### src/rtl/layer_generator.sv
// layer_generator: issues 7-column layers built from a free-running 16-bit LFSR, keeping a reachable safe path.
// Optional macro LAYER_GEN_WARMUP_EN: the first WARMUP_LAYERS run layers carry no hazards.
module layer_generator #(
  parameter logic [15:0] SEED            = 16'hACE1,
  parameter int          NUM_INIT_LAYERS = 5,
  parameter int          INIT_GAP        = 4,
  parameter int          PATH_START      = 3,
  parameter int          WARMUP_LAYERS   = 8
) (
  input  logic       clk,
  input  logic       rst,
  input  logic       module_en,
  input  logic       jump_left,
  input  logic       jump_right,
  output logic [0:6] layer_map_out,
  output logic [0:6] block_type_out,
  output logic       load_layer,
  output logic       init_done
);

  typedef enum logic [1:0] {IDLE, INIT, RUN} state_t;

  localparam logic [2:0] PATH_RST = 3'(PATH_START);
  localparam logic [7:0] GAP_LAST = 8'(INIT_GAP - 1);
  localparam logic [7:0] INIT_CNT = 8'(NUM_INIT_LAYERS);

  state_t      state, state_nxt;
  logic [15:0] lfsr;
  logic [2:0]  path_col;
  logic [2:0]  gen_col;
  logic [7:0]  gap_cnt;
  logic [7:0]  layer_cnt;
  logic        gen_up;
  logic [0:6]  gen_map;
  logic [0:6]  gen_type;
  logic [0:6]  issue_type;
  logic        issue;
  logic        issue_pulse;
  logic        issue_run;
  logic        go_idle;

  function automatic logic [15:0] lfsr_step(input logic [15:0] s);
    return {s[14:0], s[15] ^ s[13] ^ s[12] ^ s[10]};
  endfunction

  // Candidate layer: step the safe path one column, clamped at the edges.
  always_comb begin
    gen_up = lfsr[0];
    if (path_col == 3'd0)
      gen_up = 1'b1;
    else if (path_col == 3'd6)
      gen_up = 1'b0;
    gen_col           = gen_up ? path_col + 3'd1 : path_col - 3'd1;
    gen_map           = lfsr[7:1];
    gen_map[gen_col]  = 1'b1;
    gen_type          = lfsr[14:8];
    gen_type[gen_col] = 1'b1;
  end

`ifdef LAYER_GEN_WARMUP_EN
  localparam logic [7:0] WARM_MAX = 8'(WARMUP_LAYERS);
  logic [7:0] warm_cnt;

  function automatic logic [7:0] sat_inc(input logic [7:0] v);
    return (v >= WARM_MAX) ? WARM_MAX : v + 8'd1;
  endfunction

  always_ff @(posedge clk) begin
    if (rst || go_idle)
      warm_cnt <= '0;
    else if (issue_run)
      warm_cnt <= sat_inc(warm_cnt);
  end

  assign issue_type = (issue_run && (warm_cnt < WARM_MAX)) ? 7'h7F : gen_type;
`else
  logic warmup_unused;
  assign warmup_unused = (WARMUP_LAYERS != 0);
  assign issue_type    = gen_type;
`endif

  always_comb begin
    state_nxt   = state;
    issue       = 1'b0;
    issue_pulse = 1'b0;
    issue_run   = 1'b0;
    go_idle     = 1'b0;
    if (!module_en) begin
      state_nxt = IDLE;
      go_idle   = 1'b1;
    end else begin
      case (state)
        IDLE: begin
          state_nxt   = INIT;
          issue       = 1'b1;
          issue_pulse = 1'b1;
        end
        INIT: begin
          // The extra layer on the way into RUN pre-loads the first jump target.
          if (layer_cnt == INIT_CNT) begin
            state_nxt = RUN;
            issue     = 1'b1;
            issue_run = 1'b1;
          end else if (gap_cnt == GAP_LAST) begin
            issue       = 1'b1;
            issue_pulse = 1'b1;
          end
        end
        RUN: begin
          if (jump_left || jump_right) begin
            issue     = 1'b1;
            issue_run = 1'b1;
          end
        end
        default: state_nxt = IDLE;
      endcase
    end
  end

  always_ff @(posedge clk) begin
    if (rst) begin
      state          <= IDLE;
      lfsr           <= SEED;
      path_col       <= PATH_RST;
      gap_cnt        <= '0;
      layer_cnt      <= '0;
      layer_map_out  <= '0;
      block_type_out <= '0;
      load_layer     <= 1'b0;
      init_done      <= 1'b0;
    end else begin
      state      <= state_nxt;
      lfsr       <= lfsr_step(lfsr);
      load_layer <= issue_pulse;
      if (go_idle) begin
        path_col       <= PATH_RST;
        gap_cnt        <= '0;
        layer_cnt      <= '0;
        layer_map_out  <= '0;
        block_type_out <= '0;
        init_done      <= 1'b0;
      end else begin
        if (issue) begin
          layer_map_out  <= gen_map;
          block_type_out <= issue_type;
          path_col       <= gen_col;
        end
        if (issue_pulse) begin
          gap_cnt   <= '0;
          layer_cnt <= layer_cnt + 8'd1;
        end else if (state == INIT) begin
          gap_cnt <= gap_cnt + 8'd1;
        end
        if (issue_run)
          init_done <= 1'b1;
      end
    end
  end

endmodule

### config.mk
export PLATFORM = sky130hd
export DESIGN_NAME = layer_generator
export DESIGN_NICKNAME = d
export VERILOG_FILES = /design/src/rtl/layer_generator.sv
export SDC_FILE = /design/constraint.sdc
export NUM_CORES = 1
export LEC_CHECK = 0
export BUFFER_PORTS_ARGS = -buffer_cell sky130_fd_sc_hd__buf_2
export CORE_MARGIN = 1.5
export CORE_UTILIZATION = 57
export CTS_CLUSTER_DIAMETER = 200
export DETAILED_ROUTE_END_ITERATION = 12
export PLACE_DENSITY = 0.77
export SYNTH_ARGS = -nofsm -noshare
export SYNTH_HDL_FRONTEND = slang
export SYNTH_SLANG_ARGS = --single-unit
### constraint.sdc
create_clock -name clk -period 3.1 [get_ports clk]
set_input_delay 0.465 -clock clk [delete_from_list [all_inputs] [get_ports clk]]
set_output_delay 0.465 -clock clk [all_outputs]
set_load 0.01 [all_outputs]
# Yosys cells after proc, flatten, opt, wreduce, memory -nomap -nowiden
# Cells that the tools add are included.
# totals
reg_bits	53
in_bits	5
wordCells	54
# classes
addsub	4
n_mux	18
n_lt_le_gt_ge	2
reduce_logical	7
bitwise_logic	8
n_eq_ne	6
# ops
cell	n
adder 8 x 1 -> 8 bit, second input constant	2
OR 7 bit	2
2-to-1 mux 1 bit	11
equality test 8 x 2 -> 1 bit, second input constant	1
equality test 8 x 3 -> 1 bit, second input constant	1
one-hot mux 2 bit (3 select lines)	1
greater-or-equal comparator 4 bit, second input constant	1
less-than comparator 4 x 1 -> 1 bit, second input constant	1
inverter 3 -> 4 bit	1
one-hot mux 1 bit (2 select lines)	2
adder 3 x 1 -> 3 bit, second input constant	1
demux 1 bit (select 3 bit)	1
equality test 3 bit, second input constant	1
zero test 3 bit	1
2-to-1 mux 3 bit	1
one-hot mux 1 bit (3 select lines)	1
OR reduction 3 bit	1
subtractor 3 x 1 -> 3 bit, second input constant	1
bitwise XOR 1 bit	3
equality test 2 x 1 -> 1 bit, second input constant	1
equality test 2 bit, second input constant	1
zero test 2 bit	1
2-to-1 mux 2 bit	1
inequality test 2 bit, second input constant	1
5 further kinds	6

# Depth between registers and ports, before layout
# depth
depth_word	10
mapped_depth	9

# Worst setup path after synthesis
# Ideal clock, no wire load.
# synth_timing
kind	reg2reg
from	register path_col[0]
to	register block_type_out[2] in the netlist's numbering
arrival_ns	2.075
t_required_ns	3.030
slack_ns	0.955
setup_ns	0.070
n_path_buf	1
path_stages_with_launch	9
path_cell_list	dfxtp_1 clkbuf_1 nor2b_1 o21ai_0 o21ai_0 fa_1 xnor2_1 a31oi_1 a21oi_1
# synth_via
elab_chain_len	10
word_cells_on_any_way	14
cone_classes	add/sub: 2; order compare: 2; eq/ne: 1; mux: 5; bitwise: 2; reduce/logical: 2
# synth_lines
item	line	source
from (decl)	29	logic [2:0] path_col;
from (signal assigned)	146	path_col <= gen_col;
equality test 3 bit	51	else if (path_col == 3'd6)
2-to-1 mux 1 bit	51	
2-to-1 mux 1 bit	49	if (path_col == 3'd0)
2-to-1 mux 3 bit *	53	gen_col = gen_up ? path_col + 3'd1 : path_col - 3'd1;
inverter 3 -> 4 bit (not written as such) *	57	gen_type[gen_col] = 1'b1;
greater-or-equal comparator 4 bit (not written as such) or less-than comparator 4 x 1 -> 1 bit (tied branches)	57	
logical AND 1 bit (not written as such)	57	
2-to-1 mux 1 bit (not written as such)	57	
demux 1 bit (select 3 bit) *	57	
OR 7 bit (no line) *	--	
to (signal assigned)	145	block_type_out <= issue_type;
to (decl)	16	output logic [0:6] block_type_out,
# Mark *: on every way between the ends. The rest lies on a longest branch, timed or not.
# A chain may end at the register's enable or synchronous reset.

# Worst setup path after layout
# layout_timing
from	register path_col[0]
to	register layer_map_out[2] in the netlist's numbering
# layout_via
elab_chain_len	10
word_cells_on_any_way	14
cone_classes	add/sub: 2; order compare: 2; eq/ne: 1; mux: 5; bitwise: 2; reduce/logical: 2
# layout_lines
item	line	source
equality test 3 bit	51	
2-to-1 mux 1 bit	51	
2-to-1 mux 1 bit	49	
2-to-1 mux 3 bit *	53	
inverter 3 -> 4 bit (not written as such) *	55	gen_map[gen_col] = 1'b1;
greater-or-equal comparator 4 bit (not written as such) or less-than comparator 4 x 1 -> 1 bit (tied branches)	55	
logical AND 1 bit (not written as such)	55	
2-to-1 mux 1 bit (not written as such)	55	
demux 1 bit (select 3 bit) *	55	
OR 7 bit (no line) *	--	
to (signal assigned)	144	layer_map_out <= gen_map;
to (decl)	15	output logic [0:6] layer_map_out,
# Marks and branches as above.

==> flow_summary.toml <==
[grt]
grt_max_degree = 34
first_global_vias = 1503
grt-ovfl-total = 0
track_usage = 0.218
grt_pass1_wl_um = 6960
antenna_found_initial = 0

[drt]
ant_nets = 0
drt_wl_total_um = 4060
num_vias = 1614
drt_iter0_markers = 122
firstDrtPassIters = 4
viasPerCell = 5.49
drc_errors = 0
wire_per_inst_um = 13.8

[floorplan]
num_io_pins = 21
num_rows = 22
die_w_um = 64.5
die_h_um = 64.5
die-area_mm2 = 0.00416
start_util = 0.594
coreArea_mm2 = 0.00363

[placement]
gp_congestion = 0.791
place_area_mm2 = 0.00227
pre_cts_slack_ps = 785
port_buffers = 20
hpwl_um = 2780

[layout]
regArea_mm2 = 0.00106
nets = 258
areaGrowthSynthToFinish_pct = 10.5
fill_cells = 320
fin_area_mm2 = 0.00238
multi_input_area_mm2 = 0.00102
antenna_cells = 0
layout-drive-gt1-share = 0.175

[setup_path]
cp-start-kind = "flip-flop"
endpoint_kind = "flip-flop"
critPathMaxFanout = 11
critPathMaxStageDelay_ps = 580
crit_top_cell = "o21ai_0"
path_cells = "nor2b_1, o21ai_0, o21ai_0, fa_1, xnor2_1, a31oi_1, a21oi_1"
required_ps = 3350
crit_arrival_ps = 2590
critPathTopFamily = "compound AO/OA/AOI/OAI gates"
crit_type = "flip-flop to flip-flop"
crit_buf_inv = 0
crit_slowest_cell = "xnor2_1"

[synth]
synth-seq-area-share = 0.492
ys_ff_latch = 53
synth_warnings = 0
synth_cell_types = 40
syn_nets = 241
syn_inst = 228
syn_avg_cell_area_um2 = 9.46
syn_area_mm2 = 0.00216

[clock_network]
clock_sinks = 53
cts_tree = "done"
post_cts_resized = 0
postCtsSetupBuffers = 0
worst_skew_pair.late_latency_ps = 310
hold_buffers = 0
clkSlewWorstSetupHoldPaths_ps = 90
htree_levels = 2
root_buffer = "clkbuf_8"
cts_buffers = 5
cts.path.max_buffers = 2

[worst_hold_path]
min-delay-path-class = "flip-flop to flip-flop"

[power]
ir_worst_vdd_mv = 0.379
p_per_area_mw_per_mm2 = 589
p_leak_nw = 0.966

[timing]
postLayoutSetupSlackWorst_ps = 757
setup_tns_ps = 0
fin_crit_sh = 0.756
fin_worst_skew_ps = 4.95
maxSlewHeadroom = 0.550
final-max-slew-violation-count = 0
post-route-min-period_ps = 2340
rsz0062_at_grt = "no"
hold_violations = 0
hold_ws_ps = 461
worst_pin_slew_ps = 670
setup_viol = 0
fmax_mhz = 427

[outcome]
status = "complete, no violations"

[run]
cap_viol_max_count = 0
## stage by stage
stage	std cells	total power, mW	util
after floorplan	228	0.894	-
after global placement	286	0.944	0.625
after detailed placement	286	0.947	0.625
after CTS	294	1.41	0.656
after global routing	294	1.47	0.656
final	294	1.40	0.656
## registers in the layout, indices dropped and copies added, names as in the netlist
register        cells
init_done           1
layer_cnt           8
layer_map_out       7
state               2
load_layer          1
gap_cnt             8
lfsr               16
block_type_out      7
path_col            3
## kinds of logic after synthesis
logic type / share of synthesized area
compound gates: 0.168
flops: 0.492
buf+inv: 0.0348
mux: 0.00928
simple gates: 0.182
xor+xnor: 0.0650
fa+ha+maj: 0.0499
## metal layers
metal  vias up  track usage  routed length, um
li1        826            -                  -
met1       755        0.298               2050
met2        27        0.320               1810
met3         6       0.0625                133
met4         0       0.0957                 65
met5         -            0                  0
## final cells by class
| class | count | area share |
|---|---|---|
| multi-input combinational | 158 | 0.428 |
| timing repair buffer | 21 | 0.0451 |
| tap | 48 | 0.0252 |
| inverter | 6 | 0.00945 |
| clock inverter | 2 | 0.0163 |
| clock buffer | 6 | 0.0304 |
| sequential | 53 | 0.445 |
## placed cells by master, fill, tap and decap left out, types with 6 or more instances in the layout
master,instances
buf_2,20
nand2_1,7
o21ai_0,18
a21oi_1,29
xor2_1,11
dfxtp_1,53
nor2b_1,11
ha_1,7
or2_2,8
inv_1,6
nor2_1,21
## cells in the mapped netlist, drive strengths merged
cell      n  area (um2)
dfxtp    53        1060
a21oi    30         154
nor2     21        78.8
o21ai    18        90.1
nor2b    11        68.8
xor2     11        96.3
or2       8        50.1
ha        7        87.6
nand2     7        26.3
clkbuf    6        22.5
inv       6        22.5
buf       5        30.0
nand4     5        31.3
xnor2     5        43.8
a31oi     4        25.0
or4       3        26.3
a211oi    2        15.0
and3      2        13.8
and4      2        17.5
mux2i     2        20.0
nand2b    2        12.5
nand3     2        10.0
o2111ai   2        17.5
o211ai    2        15.0
or3       2        12.5
a41o      1        10.0
and2b     1        8.76
fa        1        20.0
nor3      1        5.00
nor4      1        21.3
nor4b     1        8.76
o21a      1        7.51
o221a     1        11.3
o22ai     1        6.26
o31a      1        10.0
## report_power, final
group | internal (mW) | switching [mW] | leakage, nW
Sequential | 0.717 | 0.0269 | 0.435
Clock | 0.243 | 0.227 | 0.0554
Combinational | 0.0735 | 0.116 | 0.475
Total | 1.03 | 0.370 | 0.966
## worst paths after layout
path                                                from                             to  slack [ps]  cells after the start
worst min-delay path                  lfsr[4]$_SDFF_PP0_             lfsr[5]$_SDFF_PP1_         460                      1
worst min register to register        lfsr[4]$_SDFF_PP0_             lfsr[5]$_SDFF_PP1_         460                      1
worst max register to register  path_col[0]$_SDFFE_PP1P_  layer_map_out[2]$_SDFFE_PP0P_         760                      7
worst max-delay path            path_col[0]$_SDFFE_PP1P_  layer_map_out[2]$_SDFFE_PP0P_         760                      7
Power figures use the tool's default switching activity.
